<file path="src/rtl/bp_pkg.sv">
// Shared types and constants for the branch prediction / resolution unit.
package bp_pkg;

  // Next-PC select codes
  typedef enum logic [1:0] {
    PC_INC     = 2'b00,  // sequential PC+4
    PC_PRED    = 2'b01,  // predicted-taken branch or JAL target from Decode
    PC_BR_TGT  = 2'b10,  // predicted not-taken, actually taken: branch target from Execute
    PC_RECOVER = 2'b11   // predicted taken, actually not taken: pc_E + 4
  } pcsrc_e;

  // B-type funct3 encodings
  localparam logic [2:0] F3_BEQ  = 3'b000;
  localparam logic [2:0] F3_BNE  = 3'b001;
  localparam logic [2:0] F3_BLT  = 3'b100;
  localparam logic [2:0] F3_BGE  = 3'b101;
  localparam logic [2:0] F3_BLTU = 3'b110;
  localparam logic [2:0] F3_BGEU = 3'b111;

  // 2-bit saturating counter states
  typedef enum logic [1:0] {
    CTR_SNT = 2'b00,  // strongly not-taken
    CTR_WNT = 2'b01,  // weakly not-taken
    CTR_WT  = 2'b10,  // weakly taken
    CTR_ST  = 2'b11   // strongly taken
  } ctr_state_e;

  // Prediction policies
  localparam int MODE_STATIC_T  = 0;
  localparam int MODE_BIMODAL   = 1;
  localparam int MODE_STATIC_NT = 2;

  // True for the six defined B-type conditions; 010/011 are reserved
  function automatic logic f3_is_branch(input logic [2:0] f3);
    return (f3 != 3'b010) && (f3 != 3'b011);
  endfunction

  // Saturating step of a 2-bit counter toward the resolved outcome
  function automatic logic [1:0] ctr_next(input logic [1:0] ctr, input logic taken);
    logic [1:0] nxt;
    nxt = ctr;
    if (taken && (ctr != CTR_ST))       nxt = ctr + 2'd1;
    else if (!taken && (ctr != CTR_SNT)) nxt = ctr - 2'd1;
    return nxt;
  endfunction

endpackage

</file>
<file path="src/rtl/bht_table.sv">
// Branch history table: array of 2-bit saturating counters with one
// asynchronous read port (Decode) and one update port (Execute).
module bht_table
  import bp_pkg::*;
#(
  parameter int         ENTRIES    = 16,
  parameter logic [1:0] INIT_STATE = 2'b01,
  parameter int         IDX_W      = $clog2(ENTRIES)
) (
  input  logic             clk,
  input  logic             reset,
  input  logic [IDX_W-1:0] i_rd_idx,
  output logic [1:0]       o_rd_ctr,
  input  logic             i_wr_en,
  input  logic [IDX_W-1:0] i_wr_idx,
  input  logic             i_wr_taken
);

  logic [1:0] r_ctr [ENTRIES];

  // Counter storage: reinitialise on reset, saturating update on resolve
  // NOTE: this array is held in flops rather than a RAM macro because every
  // entry must return to INIT_STATE on reset; a RAM could not be cleared in
  // one asynchronous step. Non-blocking assignments keep same-edge reads of
  // r_ctr seeing the pre-edge value.
  always_ff @(posedge clk or posedge reset) begin
    if (reset) begin
      for (int i = 0; i < ENTRIES; i++) r_ctr[i] <= INIT_STATE;
    end else if (i_wr_en) begin
      r_ctr[i_wr_idx] <= ctr_next(r_ctr[i_wr_idx], i_wr_taken);
    end
  end

  // Asynchronous read: a same-cycle write is not bypassed to Decode
  assign o_rd_ctr = r_ctr[i_rd_idx];

endmodule

</file>
<file path="src/rtl/branch_predictor.sv">
// Branch prediction (Decode) and resolution (Execute) unit with selectable
// static / bimodal policy, next-PC select and saturating statistics.
module branch_predictor
  import bp_pkg::*;
#(
  parameter int         XLEN         = 32,
  parameter int         ENTRIES      = 16,
  parameter int         INDEX_LSB    = 2,
  parameter int         PREDICT_MODE = 1,
  parameter logic [1:0] INIT_STATE   = 2'b01,
  parameter int         CNT_W        = 16
) (
  input  logic             clk,
  input  logic             reset,
  input  logic [XLEN-1:0]  pc_D,
  input  logic             branch_D,
  input  logic             jump_D,
  input  logic             stall_D,
  input  logic             flush_D,
  input  logic [XLEN-1:0]  pc_E,
  input  logic [2:0]       funct3_E,
  input  logic             N,
  input  logic             Z,
  input  logic             C,
  input  logic             V,
  input  logic             stats_clr,
  output logic             predict_taken_D,
  output logic [1:0]       PCSrc,
  output logic             condition_met_E,
  output logic             mispredict_E,
  output logic [CNT_W-1:0] branch_cnt,
  output logic [CNT_W-1:0] mispredict_cnt
);

  localparam int IDX_W = $clog2(ENTRIES);

  logic [IDX_W-1:0] w_idx_D;
  logic [IDX_W-1:0] w_idx_E;
  logic [1:0]       w_ctr_D;
  logic             w_pred_D;
  logic             w_cond_met;
  logic             w_mispredict;
  logic             w_upd_en;
  pcsrc_e           w_pcsrc;
  logic             w_unused;

  logic             r_branch_v_E;
  logic             r_pred_E;
  logic [CNT_W-1:0] r_branch_cnt;
  logic [CNT_W-1:0] r_mispredict_cnt;

  // Same index function for both stages
  assign w_idx_D = pc_D[INDEX_LSB +: IDX_W];
  assign w_idx_E = pc_E[INDEX_LSB +: IDX_W];

  // Resolved B-type branch with a defined condition trains the table
  assign w_upd_en = r_branch_v_E & f3_is_branch(funct3_E);

  generate
    if (PREDICT_MODE == MODE_BIMODAL) begin : g_bht
      bht_table #(
        .ENTRIES    (ENTRIES),
        .INIT_STATE (INIT_STATE),
        .IDX_W      (IDX_W)
      ) u_bht (
        .clk        (clk),
        .reset      (reset),
        .i_rd_idx   (w_idx_D),
        .o_rd_ctr   (w_ctr_D),
        .i_wr_en    (w_upd_en),
        .i_wr_idx   (w_idx_E),
        .i_wr_taken (w_cond_met)
      );
    end else begin : g_no_bht
      assign w_ctr_D = CTR_SNT;
    end
  endgenerate

  // PC bits outside the index field (and the table signals in static modes)
  // are intentionally not consumed
  assign w_unused = ^{pc_D, pc_E, w_ctr_D, w_upd_en, w_idx_E};

  // Decode-stage prediction according to the selected policy
  // NOTE: every always_comb output gets a default before any branch so no
  // path can leave it unassigned and infer a latch.
  always_comb begin
    w_pred_D = 1'b0;
    case (PREDICT_MODE)
      MODE_STATIC_T: w_pred_D = branch_D;
      MODE_BIMODAL:  w_pred_D = branch_D & w_ctr_D[1];
      default:       w_pred_D = 1'b0;
    endcase
  end

  // D->E pipeline of branch-valid and prediction; a mispredict kills the
  // entry even when Decode is stalled
  always_ff @(posedge clk or posedge reset) begin
    if (reset) begin
      r_branch_v_E <= 1'b0;
      r_pred_E     <= 1'b0;
    end else begin
      if (!stall_D) begin
        r_branch_v_E <= branch_D & ~flush_D;
        r_pred_E     <= w_pred_D;
      end
      if (w_mispredict) r_branch_v_E <= 1'b0;
    end
  end

  // Execute-stage condition resolution from the A-B flags
  always_comb begin
    w_cond_met = 1'b0;
    if (r_branch_v_E) begin
      case (funct3_E)
        F3_BEQ:  w_cond_met = Z;
        F3_BNE:  w_cond_met = ~Z;
        F3_BLT:  w_cond_met = N ^ V;
        F3_BGE:  w_cond_met = ~(N ^ V);
        F3_BLTU: w_cond_met = ~C;
        F3_BGEU: w_cond_met = C;
        default: w_cond_met = 1'b0;
      endcase
    end
  end

  assign w_mispredict = r_branch_v_E & (w_cond_met != r_pred_E);

  // Next-PC select: recovery from Execute outranks anything in Decode
  always_comb begin
    w_pcsrc = PC_INC;
    if (w_mispredict)                       w_pcsrc = w_cond_met ? PC_BR_TGT : PC_RECOVER;
    else if ((branch_D & w_pred_D) | jump_D) w_pcsrc = PC_PRED;
  end

  // Resolved-branch counter: clear wins, otherwise saturating increment
  always_ff @(posedge clk or posedge reset) begin
    if (reset)                                          r_branch_cnt <= '0;
    else if (stats_clr)                                 r_branch_cnt <= '0;
    else if (r_branch_v_E && (r_branch_cnt != '1))      r_branch_cnt <= r_branch_cnt + 1'b1;
  end

  // Misprediction counter: clear wins, otherwise saturating increment
  always_ff @(posedge clk or posedge reset) begin
    if (reset)                                          r_mispredict_cnt <= '0;
    else if (stats_clr)                                 r_mispredict_cnt <= '0;
    else if (w_mispredict && (r_mispredict_cnt != '1))  r_mispredict_cnt <= r_mispredict_cnt + 1'b1;
  end

  assign predict_taken_D = w_pred_D;
  assign PCSrc           = w_pcsrc;
  assign condition_met_E = w_cond_met;
  assign mispredict_E    = w_mispredict;
  assign branch_cnt      = r_branch_cnt;
  assign mispredict_cnt  = r_mispredict_cnt;

endmodule

</file>
<file path="config.mk">
export PLATFORM = sky130hd
export DESIGN_NAME = branch_predictor
export DESIGN_NICKNAME = d
export VERILOG_FILES = /design/src/rtl/bp_pkg.sv /design/src/rtl/bht_table.sv /design/src/rtl/branch_predictor.sv
export SDC_FILE = /design/constraint.sdc
export NUM_CORES = 1
export LEC_CHECK = 0
export BUFFER_PORTS_ARGS = -buffer_cell sky130_fd_sc_hd__buf_2
export CAP_MARGIN = 20
export CELL_PAD_IN_SITES_DETAIL_PLACEMENT = 0
export CELL_PAD_IN_SITES_GLOBAL_PLACEMENT = 2
export CORE_ASPECT_RATIO = 2
export CORE_MARGIN = 4
export CORE_UTILIZATION = 32
export DETAILED_ROUTE_END_ITERATION = 8
export PLACE_DENSITY_LB_ADDON = 0.1
export SYNTH_ARGS = -nofsm -noshare
export SYNTH_HDL_FRONTEND = slang
export SYNTH_SLANG_ARGS = --single-unit
</file>
<file path="constraint.sdc">
create_clock -name clk -period 3.2 [get_ports clk]
set_clock_uncertainty 0.1 [all_clocks]
set_input_delay 0.16 -clock clk [delete_from_list [all_inputs] [get_ports clk]]
set_output_delay 0.16 -clock clk [all_outputs]
set_load 0.02 [all_outputs]
</file>
# After elaboration in Yosys (flattened, before gate mapping)
# Index checks and enable logic that the tools add are counted.
[word_totals]
out_inout_bits = 37
input_bits = 78
regBits = 66
[classes]
reduce_logical = 11
n_eq_ne = 12
mux = 23
magnitude_cmp = 3
bitwise_logic = 13
add_sub_neg = 4
[ops]
columns = ["op", "n"]
rows = [
  ["$mux 16", 4],
  ["$add 16x1->16 const B", 2],
  ["$bwmux 32", 1],
  ["$ne 16x16->1 const B", 2],
  ["$mux 2", 9],
  ["$bmux 2 s4", 2],
  ["$eq 3x3->1 const B", 4],
  ["$ge 5x5->1 const B", 2],
  ["$not 4->5", 2],
  ["$demux 2 s4", 1],
  ["$logic_and 1x1->1", 6],
  ["$ne 3x2->1 const B", 2],
  ["$pmux 1 s6", 1],
  ["$reduce_bool 2->1", 3],
  ["$and 1x1->1", 5],
  ["$lt 5x1->1 const B", 1],
  ["$mux 1", 5],
  ["$not 1->1", 4],
  ["$eq 3x1->1 const B", 1],
  ["$logic_not 3->1", 1],
  ["$add 2x1->2 const B", 1],
  ["$ne 2x1->1 const B", 1],
  ["$ne 2x2->1 const B", 1],
  ["$sub 2x1->2 const B", 1],
  ["4 further kinds", 4],
]

# Longest topological paths before layout
# Gate-level depths: netlist of run 1.
[logic_depth]
depth_word = 10
ltp_mapped = 12
ltp_nobuf = 10

# Hierarchy
# From an unflattened synthesis of run 1, not the netlist that was laid out.
[hier_totals]
cells_unflattened = 368
hier_area_um2 = 3938.8
[by_module_without_submodules]
columns = ["module", "cells_each", "n_inst", "area_per_inst_um2"]
rows = [
  ["bht_table", 155, 1, 1999.4],
  ["branch_predictor", 213, 1, 1939.4],
]

# Least setup slack after synthesis of run 1
# Ideal clock, no wire load.
[synth_timing]
path_kind = "in2reg"
start = "input pc_E[2]"
end = "register g_bht.u_bht.r_ctr[15] in the netlist's numbering"
n_path_buf = 2
slack_ns = 0.412
t_required_ns = 2.975
arrival_ns = 2.563
cell_stages = 9
path_cell_list = "buf_2 > mux4_2 > mux4_2 > ha_1 > nor3b_1 > a311oi_1 > o22ai_1 > buf_2 > mux2_2"
[synth_between]
elab_chain_cells = 10
word_cells_on_any_way = 19
cone_classes = "add/sub (2); order compare (2); eq/ne (1); mux (9); bitwise (1); reduce/logical (4)"
[synth_lines]
columns = ["item", "line_no", "source"]
rows = [
  ["from (decl)", "branch_predictor.sv:20", "input logic [XLEN-1:0] pc_E,"],
  ["$not 4->5 (not written as such) *", "bht_table.sv:30", "r_ctr[i_wr_idx] <= ctr_next(r_ctr[i_wr_idx], i_wr_taken);"],
  ["branches (longest 8 deep; another with $sub 2x1->2)", "n/a", ""],
  ["$bwmux 32 *", "bht_table.sv:30", ""],
  ["to (signal, indexed assignment)", "bht_table.sv:30", ""],
  ["to (decl)", "bht_table.sv:19", "logic [1:0] r_ctr [ENTRIES];"],
]
# Mark *: on every way between the ends. The select of a mux whose other input is x is not followed.
# A chain may end at the register's enable or synchronous reset.

# Final worst setup path of run 1
[layout_timing]
start = "register g_bht.u_bht.r_ctr[23] in the netlist's numbering"
end = "register g_bht.u_bht.r_ctr[17] in the netlist's numbering"
[layout_between]
elab_chain_cells = 9
word_cells_on_any_way = 13
cone_classes = "add/sub (2); eq/ne (1); mux (7); reduce/logical (3)"
[layout_lines]
columns = ["item", "line_no", "source"]
rows = [
  ["$bmux 2 s4 *", "bht_table.sv:30", ""],
  ["$mux 2 (not written as such) * (2 in a row)", "bht_table.sv:30", ""],
  ["branches (longest 3 deep; another with $sub 2x1->2)", "n/a", ""],
  ["$mux 2 *", "bp_pkg.sv:42", "if (taken && (ctr != CTR_ST)) nxt = ctr + 2'd1;"],
  ["$mux 2 *", "bht_table.sv:29", "end else if (i_wr_en) begin"],
  ["$bwmux 32 *", "bht_table.sv:30", ""],
]
# Marks and branches as above.

==> results of run 1 <==
cell usage in the layout (no fill, tap or decap), types with 3 or more instances in the layout:
master     Yosys  routed
dfrtp_1       50      50
nand3b_1       5       5
clkbuf_16      0       9
mux4_2        12      12
o21ai_0        7       7
nand3_1       13      13
mux2_2        40      40
nor4_1         7       7
nor2b_1        6       6
nor3b_1        5       5
inv_1         12      11
dfstp_2       16      16
xor2_1        10      10
o31ai_1        9       9
xnor2_1        6       6
a21oi_1       16      16
and3_1         3       3
and4_1         3       3
nand4_1       10      10
nor3_1         7       7
ha_1           4       4
or4_1         11      11
or3_1          5       5
nor2_1        36      36
buf_4          2      16
buf_2         10      58
nand2_1       19      19
layer usage:
| layer | vias up | global-route usage (%) | part of all wire, % |
|---|---|---|---|
| li1 | 1426 | - | - |
| met4 | 0 | 7.78 | 3.0 |
| met1 | 1483 | 15.9 | 35 |
| met2 | 59 | 30.2 | 58 |
| met3 | 14 | 2.74 | 3.4 |
| met5 | - | 0 | 0 |
cell usage after synthesis, drive strengths merged:
cell type	number
mux2i	3
nor2	36
xnor2	6
xor2	10
and2	2
o2bb2ai	1
mux4	12
nand4	10
a21oi	16
nor4	8
nand3b	5
o22ai	2
xor3	1
nand2	19
and4	3
a311oi	2
o41ai	1
nor3	7
inv	13
clkbuf	10
nor3b	5
o211ai	2
or2	1
o21ai	8
and3	3
nand2b	2
nor2b	6
buf	13
or3	5
o31ai	9
ha	4
mux2	40
nand3	13
dfrtp	50
or4	11
dfstp	16
a2111oi	1
through the flow:
stage                     hold slack [ns]  cells  utilization (%)
after global routing               0.0170    569             39.4
final                              0.0129    569             39.4
after CTS                         0.00326    569             39.4
after global placement              0.141    551             36.5
after detailed placement            0.146    552             36.6
after floorplan                     0.210    356                -
cell families (layout without fill, tap and decap cells):
family | count (synthesis) | in the layout
xor gates and xnor gates | 17 | 17
and+or+nand+nor | 136 | 136
buffers and inverters | 36 | 104
muxes | 55 | 55
adders and majority gates | 4 | 4
DFF | 66 | 66
AOI/OAI and AO/OA | 42 | 42
worst max path at each step:
stage	start	endpoint	slack, ns
2_1_floorplan	pc_E[2]	g_bht.u_bht.r_ctr[15]	0.41
3_3_place_gp	pc_E[2]	g_bht.u_bht.r_ctr[14]	-0.11
3_5_place_dp	pc_E[3]	g_bht.u_bht.r_ctr[17]	0.04
4_1_cts	g_bht.u_bht.r_ctr[31]	g_bht.u_bht.r_ctr[17]	0.21
5_1_grt	g_bht.u_bht.r_ctr[23]	g_bht.u_bht.r_ctr[7]	0.05
6_report	g_bht.u_bht.r_ctr[23]	g_bht.u_bht.r_ctr[17]	0.24
registers in the layout (all words and copies together), names as in the netlist:
register and cells:
branch_cnt 16, r_branch_v_E 1, g_bht.u_bht.r_ctr 32, mispredict_cnt 16
r_pred_E 1
power groups by stage:
stage / Clock, mW / Sequential [mW] / Combinational [mW]
detailed placement: 0 / 1.09 / 0.585
global placement: 0 / 1.08 / 0.558
CTS: 1.10 / 1.07 / 0.587
finish: 1.06 / 1.07 / 0.575
global route: 1.13 / 1.09 / 0.637
floorplan: 0 / 1.05 / 0.411
layout make-up:
type                    instances  area share, %
clock inverters                 5           1.68
repair buffers                 75           9.11
inverters                      13           1.06
well taps                     145           3.93
flip-flops and latches         66           36.2
clock buffers                  11           5.26
multi-input cells             254           42.7
==> results.sh, run 1 <==
export IMPL_status="complete, no violations"
export IMPL_finalPower_mw=2.70
export IMPL_p_comb_share_pct=21.3
export IMPL_finalCritPeriodShare_pct=92.4
export IMPL_critPathRequiredTime_ns=3.31
export IMPL_hold_violations=0
export IMPL_cp_depth=11
export IMPL_path_class="flip-flop to flip-flop"
export IMPL_rsz0062_at_grt="false"
export IMPL_overflow=0
export IMPL_r2r_slack_ns=0.24
export IMPL_tightest_slew_ns=0.708
export IMPL_pwr_share_seq_pct=39.7
export IMPL_cts_clk_slew_worst_paths_ns=0.06
export IMPL_syn_cell_area_mm2=0.00380
export IMPL_dpl_worst_slack_ns=0.0356
export IMPL_hp_start="stall_D"
export IMPL_synth_compound_area_share_pct=7.02
export IMPL_yosysWarnings=0
export IMPL_synth_distinct_cells=43
export IMPL_power_switching_uw=721
export IMPL_p_int_mw=1.98
export IMPL_p_leak_nw=2.03
export IMPL_crit_arrival_ns=3.06
export IMPL_dr_pass1_iters=4
export IMPL_r2r_cells=11
export IMPL_sw_frac_of_total_pct=26.7
export IMPL_cts_setup_buffers=0
export IMPL_holdPathEnd="r_pred_E"
export IMPL_cp_slowest_stage_delay_ns=0.47
export IMPL_die_h_um=162
export IMPL_synth_largest_area_cell="dfrtp_1"
export IMPL_synth_top_family_by_area="multiplexers"
export IMPL_syn_to_final_growth_pct=21.5
export IMPL_design_area_mm2=0.00461
export IMPL_cts_buffers=9
export IMPL_setup_viol=0
export IMPL_dieArea_mm2=0.0138
export IMPL_start_kind="flip-flop"
export IMPL_core_mm2=0.0117
export IMPL_antenna_found_initial=0
export IMPL_muxShareOfSynthArea_pct=20.1
export IMPL_n_fill_cell=1182
export IMPL_multi_input_area_mm2=0.00197
export IMPL_place_area_mm2=0.00428
export IMPL_grt_max_degree=40
export IMPL_clockPowerShare_pct=39.1
export IMPL_cts_sinks=66
export IMPL_drc=0
export IMPL_fin_crit_ns=2.96
export IMPL_drive_above_1_share_pct=38.4
export IMPL_p_per_area_mw_per_mm2=586
export IMPL_drv_slew=0
export IMPL_initial_utilization_pct=32.5
export IMPL_crit_chain="nor2b_1 -> a2111oi_0 -> nor4_2 -> a21oi_1 -> inv_1 -> ha_1 -> nor3b_1 -> a311oi_1 -> o22ai_1 -> buf_4 -> mux2_2"
export IMPL_synth_fa_ha_area_share_pct=1.32
export IMPL_maxCapViolCount=0
export IMPL_rows=56
export IMPL_gp_congestion=0.753
export IMPL_detail_route_iter0_violations=83
export IMPL_slowest_stage="a2111oi_0"
export IMPL_dieWidth_um=85.0
export IMPL_reg2reg_from="g_bht.u_bht.r_ctr[23]"
export IMPL_clk_insertion_delay_late_ns=0.33
export IMPL_synth_top_area_share_pct=32.9
export IMPL_synth_seq_cells=66
export IMPL_synthXorXnorAreaFrac_pct=4.31
export IMPL_peakVddDrop_v=0.000427
export IMPL_grt_pass1_vias=3129
export IMPL_cts_root_buf="clkbuf_16"
export IMPL_syn_nets=438
export IMPL_cts_max_level=3
export IMPL_synthCells=356
export IMPL_place_port_buffers=58
export IMPL_viasPerCell=5.24
export IMPL_cts_buffer_depth=2
export IMPL_setup_tns_final_ns=0
export IMPL_fmax_mhz=338
export IMPL_worst_path_max_fanout=8
export IMPL_final_nets=501
export IMPL_ys_seq_area_share_pct=44.0
export IMPL_io_pins=115
export IMPL_hpwl_mm=7.92
export IMPL_cts_tree="yes"
export IMPL_layout_setup_ws_ns=0.244
export IMPL_antenna_cells=0
export IMPL_crit_family="compound AO/OA/AOI/OAI gates"
export IMPL_final_seq_area_mm2=0.00167
export IMPL_critPathCaptureType="flip-flop"
export IMPL_hold_depth=2
export IMPL_ctsResizeCount=0
export IMPL_hold_path_class="primary input to flip-flop"
export IMPL_dr_total_vias=2982
export IMPL_drt_wl_total_mm=10.3
export IMPL_cts_hold_repair_buffers=1
export IMPL_yosys_top_cells_area="dfrtp_1, mux2_2, dfstp_2"
export IMPL_drtAntennaViolNets=0
export IMPL_timing_rr_end="g_bht.u_bht.r_ctr[17]"
export IMPL_crit_buf_inv=2
export IMPL_slew_headroom_pct=52.8
export IMPL_grt_usage_pct=15.8
export IMPL_wl_per_cell_um=18.2
export IMPL_syn_area_per_cell_um2=10.7
export IMPL_grt_pass1_wl_mm=16.7
export IMPL_yosys_area_share_simple_pct=19.2
Power figures use the tool's default switching activity.
==> run 2, diff against run 1 <==
--- a/config.mk
+++ b/config.mk
@@ -8,10 +8,10 @@
 export BUFFER_PORTS_ARGS = -buffer_cell sky130_fd_sc_hd__buf_2
 export CAP_MARGIN = 20
 export CELL_PAD_IN_SITES_DETAIL_PLACEMENT = 0
-export CELL_PAD_IN_SITES_GLOBAL_PLACEMENT = 2
+export CELL_PAD_IN_SITES_GLOBAL_PLACEMENT = 1
 export CORE_ASPECT_RATIO = 2
 export CORE_MARGIN = 4
-export CORE_UTILIZATION = 32
+export CORE_UTILIZATION = 40
 export DETAILED_ROUTE_END_ITERATION = 8
 export PLACE_DENSITY_LB_ADDON = 0.1
 export SYNTH_ARGS = -nofsm -noshare
==> run 2 against run 1 <==
  * Fmax up 2.0%
  * Critical endpoint is now g_bht.u_bht.r_ctr[15]
  * Largest power group unchanged
  * Design area down 2.2%
  * Core utilization up 9.0 points
  * Critical path type unchanged
==> results.sh, run 2 (synthesis results as in run 1) <==
export IMPL_p_int_mw=1.86
export IMPL_rows=50
export IMPL_crit_family="multiplexers"
export IMPL_fmax_mhz=345
export IMPL_cts_root_buf="clkbuf_16"
export IMPL_timing_rr_end="g_bht.u_bht.r_ctr[15]"
export IMPL_hpwl_mm=7.45
export IMPL_sw_frac_of_total_pct=28.1
export IMPL_status="complete, no violations"
export IMPL_path_class="flip-flop to flip-flop"
export IMPL_drive_above_1_share_pct=38.0
export IMPL_drc=0
export IMPL_largest_register_ffs=32
export IMPL_clk_insertion_delay_late_ns=0.33
export IMPL_hold_path_class="primary input to flip-flop"
export IMPL_dieWidth_um=76.9
export IMPL_grt_max_degree=44
export IMPL_rsz0062_at_grt="false"
export IMPL_dr_total_vias=2964
export IMPL_r2r_cells=8
export IMPL_dieArea_mm2=0.0112
export IMPL_largest_register="g_bht.u_bht.r_ctr"
export IMPL_pwr_share_seq_pct=41.4
export IMPL_p_comb_share_pct=21.7
export IMPL_die_h_um=146
export IMPL_power_switching_uw=727
export IMPL_cts_tree="yes"
export IMPL_cts_clk_slew_worst_paths_ns=0.06
export IMPL_cts_max_level=3
export IMPL_cpMostUsedCell="mux4_2"
export IMPL_critPathCaptureType="flip-flop"
export IMPL_hold_violations=0
export IMPL_finalCritPeriodShare_pct=90.6
export IMPL_crit_end="g_bht.u_bht.r_ctr[15]"
export IMPL_slew_headroom_pct=40.2
export IMPL_drv_slew=0
export IMPL_cp_slowest_stage_delay_ns=0.54
export IMPL_cts_buffers=9
export IMPL_drt_wl_total_mm=9.82
export IMPL_grt_usage_pct=18.5
export IMPL_peakVddDrop_v=0.000401
export IMPL_cts_buffer_depth=2
export IMPL_syn_to_final_growth_pct=18.8
export IMPL_finalPower_mw=2.59
export IMPL_core_mm2=0.00932
export IMPL_detail_route_iter0_violations=117
export IMPL_n_fill_cell=882
export IMPL_r2r_slack_ns=0.30
export IMPL_crit_buf_inv=1
export IMPL_final_util_pct=48.4
export IMPL_cp_depth=8
export IMPL_start_kind="flip-flop"
export IMPL_initial_utilization_pct=40.8
export IMPL_ctsResizeCount=0
export IMPL_crit_chain="mux4_2 -> mux4_2 -> ha_1 -> nor3b_1 -> a311oi_1 -> o22ai_1 -> buf_4 -> mux2_2"
export IMPL_p_per_area_mw_per_mm2=573
export IMPL_gp_congestion=0.867
export IMPL_maxCapViolCount=0
export IMPL_antenna_found_initial=0
export IMPL_overflow=0
export IMPL_place_port_buffers=58
export IMPL_drtAntennaViolNets=0
export IMPL_cts_sinks=66
export IMPL_viasPerCell=5.65
export IMPL_clockPowerShare_pct=36.9
export IMPL_setup_viol=0
export IMPL_worst_path_max_fanout=16
export IMPL_tightest_slew_ns=0.896
export IMPL_critPathLaunch="g_bht.u_bht.r_ctr[0]"
export IMPL_reg2reg_from="g_bht.u_bht.r_ctr[0]"
export IMPL_final_nets=498
export IMPL_crit_arrival_ns=3.01
export IMPL_grt_pass1_wl_mm=16.1
export IMPL_grt_pass1_vias=3035
export IMPL_io_pins=115
export IMPL_layout_commonest_cell="buf_2"
export IMPL_critPathRequiredTime_ns=3.31
export IMPL_slowest_stage="mux4_2"
export IMPL_fin_crit_ns=2.90
export IMPL_layout_common_cells="buf_2, dfrtp_1, mux2_2"
export IMPL_hold_slack_ns=0.00682
export IMPL_antenna_cells=0
export IMPL_dr_pass1_iters=4
export IMPL_p_leak_nw=1.99
export IMPL_wl_per_cell_um=18.7
run 2: worst min-delay path by stage:
stage / from / endpoint / slack, ns / cells after the start
after global placement: reset / branch_cnt[0] / 0.30 / 2
after CTS: stall_D / r_branch_v_E / 0.0007 / 3
after global routing: stall_D / r_branch_v_E / 0.01 / 3
final: stall_D / r_branch_v_E / 0.007 / 3
after floorplan: stall_D / r_branch_v_E / 0.21 / 2
after detailed placement: reset / branch_cnt[0] / 0.31 / 2
run 2: worst register-to-register path, stage by stage, from the launching register on:
cell and delay [ns]:
dfstp_2 0.37, mux4_2 0.46, mux4_2 0.54, ha_1 0.28
nor3b_1 0.15, a311oi_1 0.27, o22ai_1 0.13, buf_4 0.20
mux2_2 0.28
run 2: area by class of cell:
class,instances,area [um^2],area share (%)
clock buffers,13,270,5.99
clock inverters,3,22.5,0.499
inverters,13,48.8,1.08
multi-input cells,254,1970,43.7
flip-flops and latches,66,1670,37.0
well taps,104,130,2.88
repair buffers,72,398,8.82
run 2: through the flow:
step / setup TNS [ns] / instances / worst slack [ns] / cell area (um^2)
floorplan: 0 / 356 / 0.412 / 3800
global placement: -1.74 / 507 / -0.114 / 4200
detailed placement: 0 / 508 / 0.103 / 4210
CTS: 0 / 525 / 0.261 / 4510
global route: 0 / 525 / 0.0354 / 4510
finish: 0 / 525 / 0.302 / 4510
run 2: power groups by stage:
stage / clock (mW) / combinational, mW / sequential [mW]
floorplan: 0 / 0.411 / 1.05
global placement: 0 / 0.547 / 1.08
detailed placement: 0 / 0.569 / 1.09
CTS: 0.983 / 0.572 / 1.07
global route: 1.02 / 0.622 / 1.09
finish: 0.955 / 0.562 / 1.07
run 2: what timing repair did:
item / in CTS / in global routing
hold buffers: 1 / 0
endpoints found under the hold margin: 26 / 0
buffers inserted: 0 / 0
run 2: layer usage:
layer	part of all wire (%)	GRT usage, %	vias up
met5	0	0	-
met4	3.2	9.17	0
met3	3.9	3.53	19
met2	57	33.9	59
met1	36	19.8	1465
li1	-	-	1421
==> run 3, diff against run 2 <==
--- a/config.mk
+++ b/config.mk
@@ -13,6 +13,7 @@
 export CORE_MARGIN = 4
 export CORE_UTILIZATION = 40
 export DETAILED_ROUTE_END_ITERATION = 8
+export MAX_ROUTING_LAYER = met4
 export PLACE_DENSITY_LB_ADDON = 0.1
 export SYNTH_ARGS = -nofsm -noshare
 export SYNTH_HDL_FRONTEND = slang
==> run 3 against run 2 <==
  * Worst hold slack improved by 0.00068 ns
  * Core utilization unchanged
  * Count of clock-buffer cells in the layout is the same
  * Flip-flop and latch count unchanged
  * First-iteration DRC count grew 31%
  * Register-to-register slack about the same
  * Routed wire length up 0.16%
  * Critical path type unchanged
==> results.sh, run 3 (synthesis results as in run 1) <==
export IMPL_status="complete, no violations"
export IMPL_cts_max_level=3
export IMPL_final_util_pct=48.4
export IMPL_cts_sinks=66
export IMPL_cts_setup_buffers=0
export IMPL_fin_cells=525
export IMPL_p_per_area_mw_per_mm2=573
export IMPL_largest_register="g_bht.u_bht.r_ctr"
export IMPL_fmax_mhz=344
export IMPL_rows=50
export IMPL_start_kind="flip-flop"
export IMPL_hpwl_mm=7.45
export IMPL_finalCritPeriodShare_pct=90.9
export IMPL_dr_pass1_iters=4
export IMPL_drc=0
export IMPL_maxCapViolCount=0
export IMPL_critPathCaptureType="flip-flop"
export IMPL_dr_total_vias=2977
export IMPL_final_nets=498
export IMPL_drive_above_1_share_pct=38.0
export IMPL_slew_headroom_pct=39.2
export IMPL_gp_congestion=0.881
export IMPL_cts_buffer_depth=2
export IMPL_cts_hold_repair_buffers=1
export IMPL_detail_route_iter0_violations=153
export IMPL_p_leak_nw=1.99
export IMPL_core_mm2=0.00932
export IMPL_wl_per_cell_um=18.7
export IMPL_worst_path_max_fanout=16
export IMPL_r2r_slack_ns=0.29
export IMPL_syn_to_final_growth_pct=18.8
export IMPL_initial_utilization_pct=40.8
export IMPL_antenna_cells=0
export IMPL_grt_pass1_vias=3028
export IMPL_grt_pass1_wl_mm=16.1
export IMPL_p_int_mw=1.86
export IMPL_antenna_found_initial=0
export IMPL_r2r_cells=8
export IMPL_largest_register_ffs=32
export IMPL_p_comb_share_pct=21.8
export IMPL_clockPowerShare_pct=36.8
export IMPL_layout_common_cells="buf_2, dfrtp_1, mux2_2"
export IMPL_cts_clk_slew_worst_paths_ns=0.06
export IMPL_cp_slowest_stage_delay_ns=0.54
export IMPL_ctsResizeCount=0
export IMPL_fin_crit_ns=2.91
export IMPL_cpMostUsedCell="mux4_2"
export IMPL_cts_tree="yes"
export IMPL_critPathLaunch="g_bht.u_bht.r_ctr[0]"
export IMPL_dieWidth_um=76.9
export IMPL_crit_end="g_bht.u_bht.r_ctr[9]"
export IMPL_pwr_share_seq_pct=41.4
export IMPL_critPathRequiredTime_ns=3.31
export IMPL_power_switching_uw=726
export IMPL_rsz0062_at_grt="false"
export IMPL_grt_max_degree=44
export IMPL_sw_frac_of_total_pct=28.1
export IMPL_slowest_stage="mux4_2"
export IMPL_place_port_buffers=58
export IMPL_path_class="flip-flop to flip-flop"
export IMPL_cp_depth=8
export IMPL_layout_commonest_cell="buf_2"
export IMPL_grt_usage_pct=19.0
export IMPL_viasPerCell=5.67
export IMPL_drv_slew=0
export IMPL_io_pins=115
export IMPL_drtAntennaViolNets=0
export IMPL_tightest_slew_ns=0.910
export IMPL_hold_path_class="primary input to flip-flop"
export IMPL_hold_violations=0
export IMPL_crit_chain="mux4_2 -> mux4_2 -> ha_1 -> nor3b_1 -> a311oi_1 -> o22ai_1 -> buf_4 -> mux2_2"
export IMPL_reg2reg_from="g_bht.u_bht.r_ctr[0]"
export IMPL_crit_family="multiplexers"
export IMPL_timing_rr_end="g_bht.u_bht.r_ctr[9]"
export IMPL_peakVddDrop_v=0.000402
export IMPL_cts_buffers=9
export IMPL_overflow=0
export IMPL_crit_buf_inv=1
export IMPL_dp_cells=508
export IMPL_dieArea_mm2=0.0112
export IMPL_clk_insertion_delay_late_ns=0.33
export IMPL_crit_arrival_ns=3.02
export IMPL_drt_wl_total_mm=9.84
export IMPL_setup_viol=0
export IMPL_cts_root_buf="clkbuf_16"
export IMPL_die_h_um=146
[run 3: worst min-delay path by stage]
stage	startpoint	end	slack (ns)	cells after the start
finish	stall_D	r_branch_v_E	0.007	3
global route	stall_D	r_branch_v_E	0.008	3
CTS	stall_D	r_branch_v_E	0.0007	3
detailed placement	reset	branch_cnt[0]	0.31	2
global placement	reset	branch_cnt[0]	0.30	2
floorplan	stall_D	r_branch_v_E	0.21	2
[run 3: per-stage QoR]
stage	power [mW]	setup WS (ns)	setup TNS, ns	area, um^2	hold slack (ns)
3_5_place_dp	1.65	0.103	0	4210	0.308
5_1_grt	2.73	0.0354	0	4510	0.00777
6_report	2.59	0.292	0	4510	0.00749
4_1_cts	2.63	0.261	0	4510	0.000703
3_3_place_gp	1.63	-0.114	-1.74	4200	0.297
2_1_floorplan	1.46	0.412	0	3800	0.210
[run 3: final cells by class]
class | instances | area, um^2
Inverter | 13 | 48.8
Clock inverter | 3 | 22.5
Multi-Input combinational cell | 254 | 1970
Fill cell | 882 | 4810
Tap cell | 104 | 130
Sequential cell | 66 | 1670
Timing Repair Buffer | 72 | 398
Clock buffer | 13 | 270
[run 3: per-layer routing]
layer / GRT usage [%] / part of all wire [%] / vias up
li1: - / - / 1420
met1: 20.0 / 37 / 1480
met5: - / 0 / -
met2: 33.8 / 57 / 58
met3: 3.41 / 3.6 / 19
met4: 9.17 / 3.1 / 0
[run 3: power by group through the flow]
stage	clock [mW]	combinational, mW	sequential, mW
floorplan	0	0.411	1.05
global placement	0	0.547	1.08
detailed placement	0	0.569	1.09
CTS	0.983	0.572	1.07
global route	1.03	0.622	1.09
finish	0.951	0.565	1.07
[run 3: worst register-to-register path, delay by kind of cell, from the launching register on]
family,cells,cell delay (ns)
compound gates,2,0.40
flops,1,0.37
simple gates,1,0.15
buf+inv,1,0.20
fa+ha+maj,1,0.28
mux,3,1.29
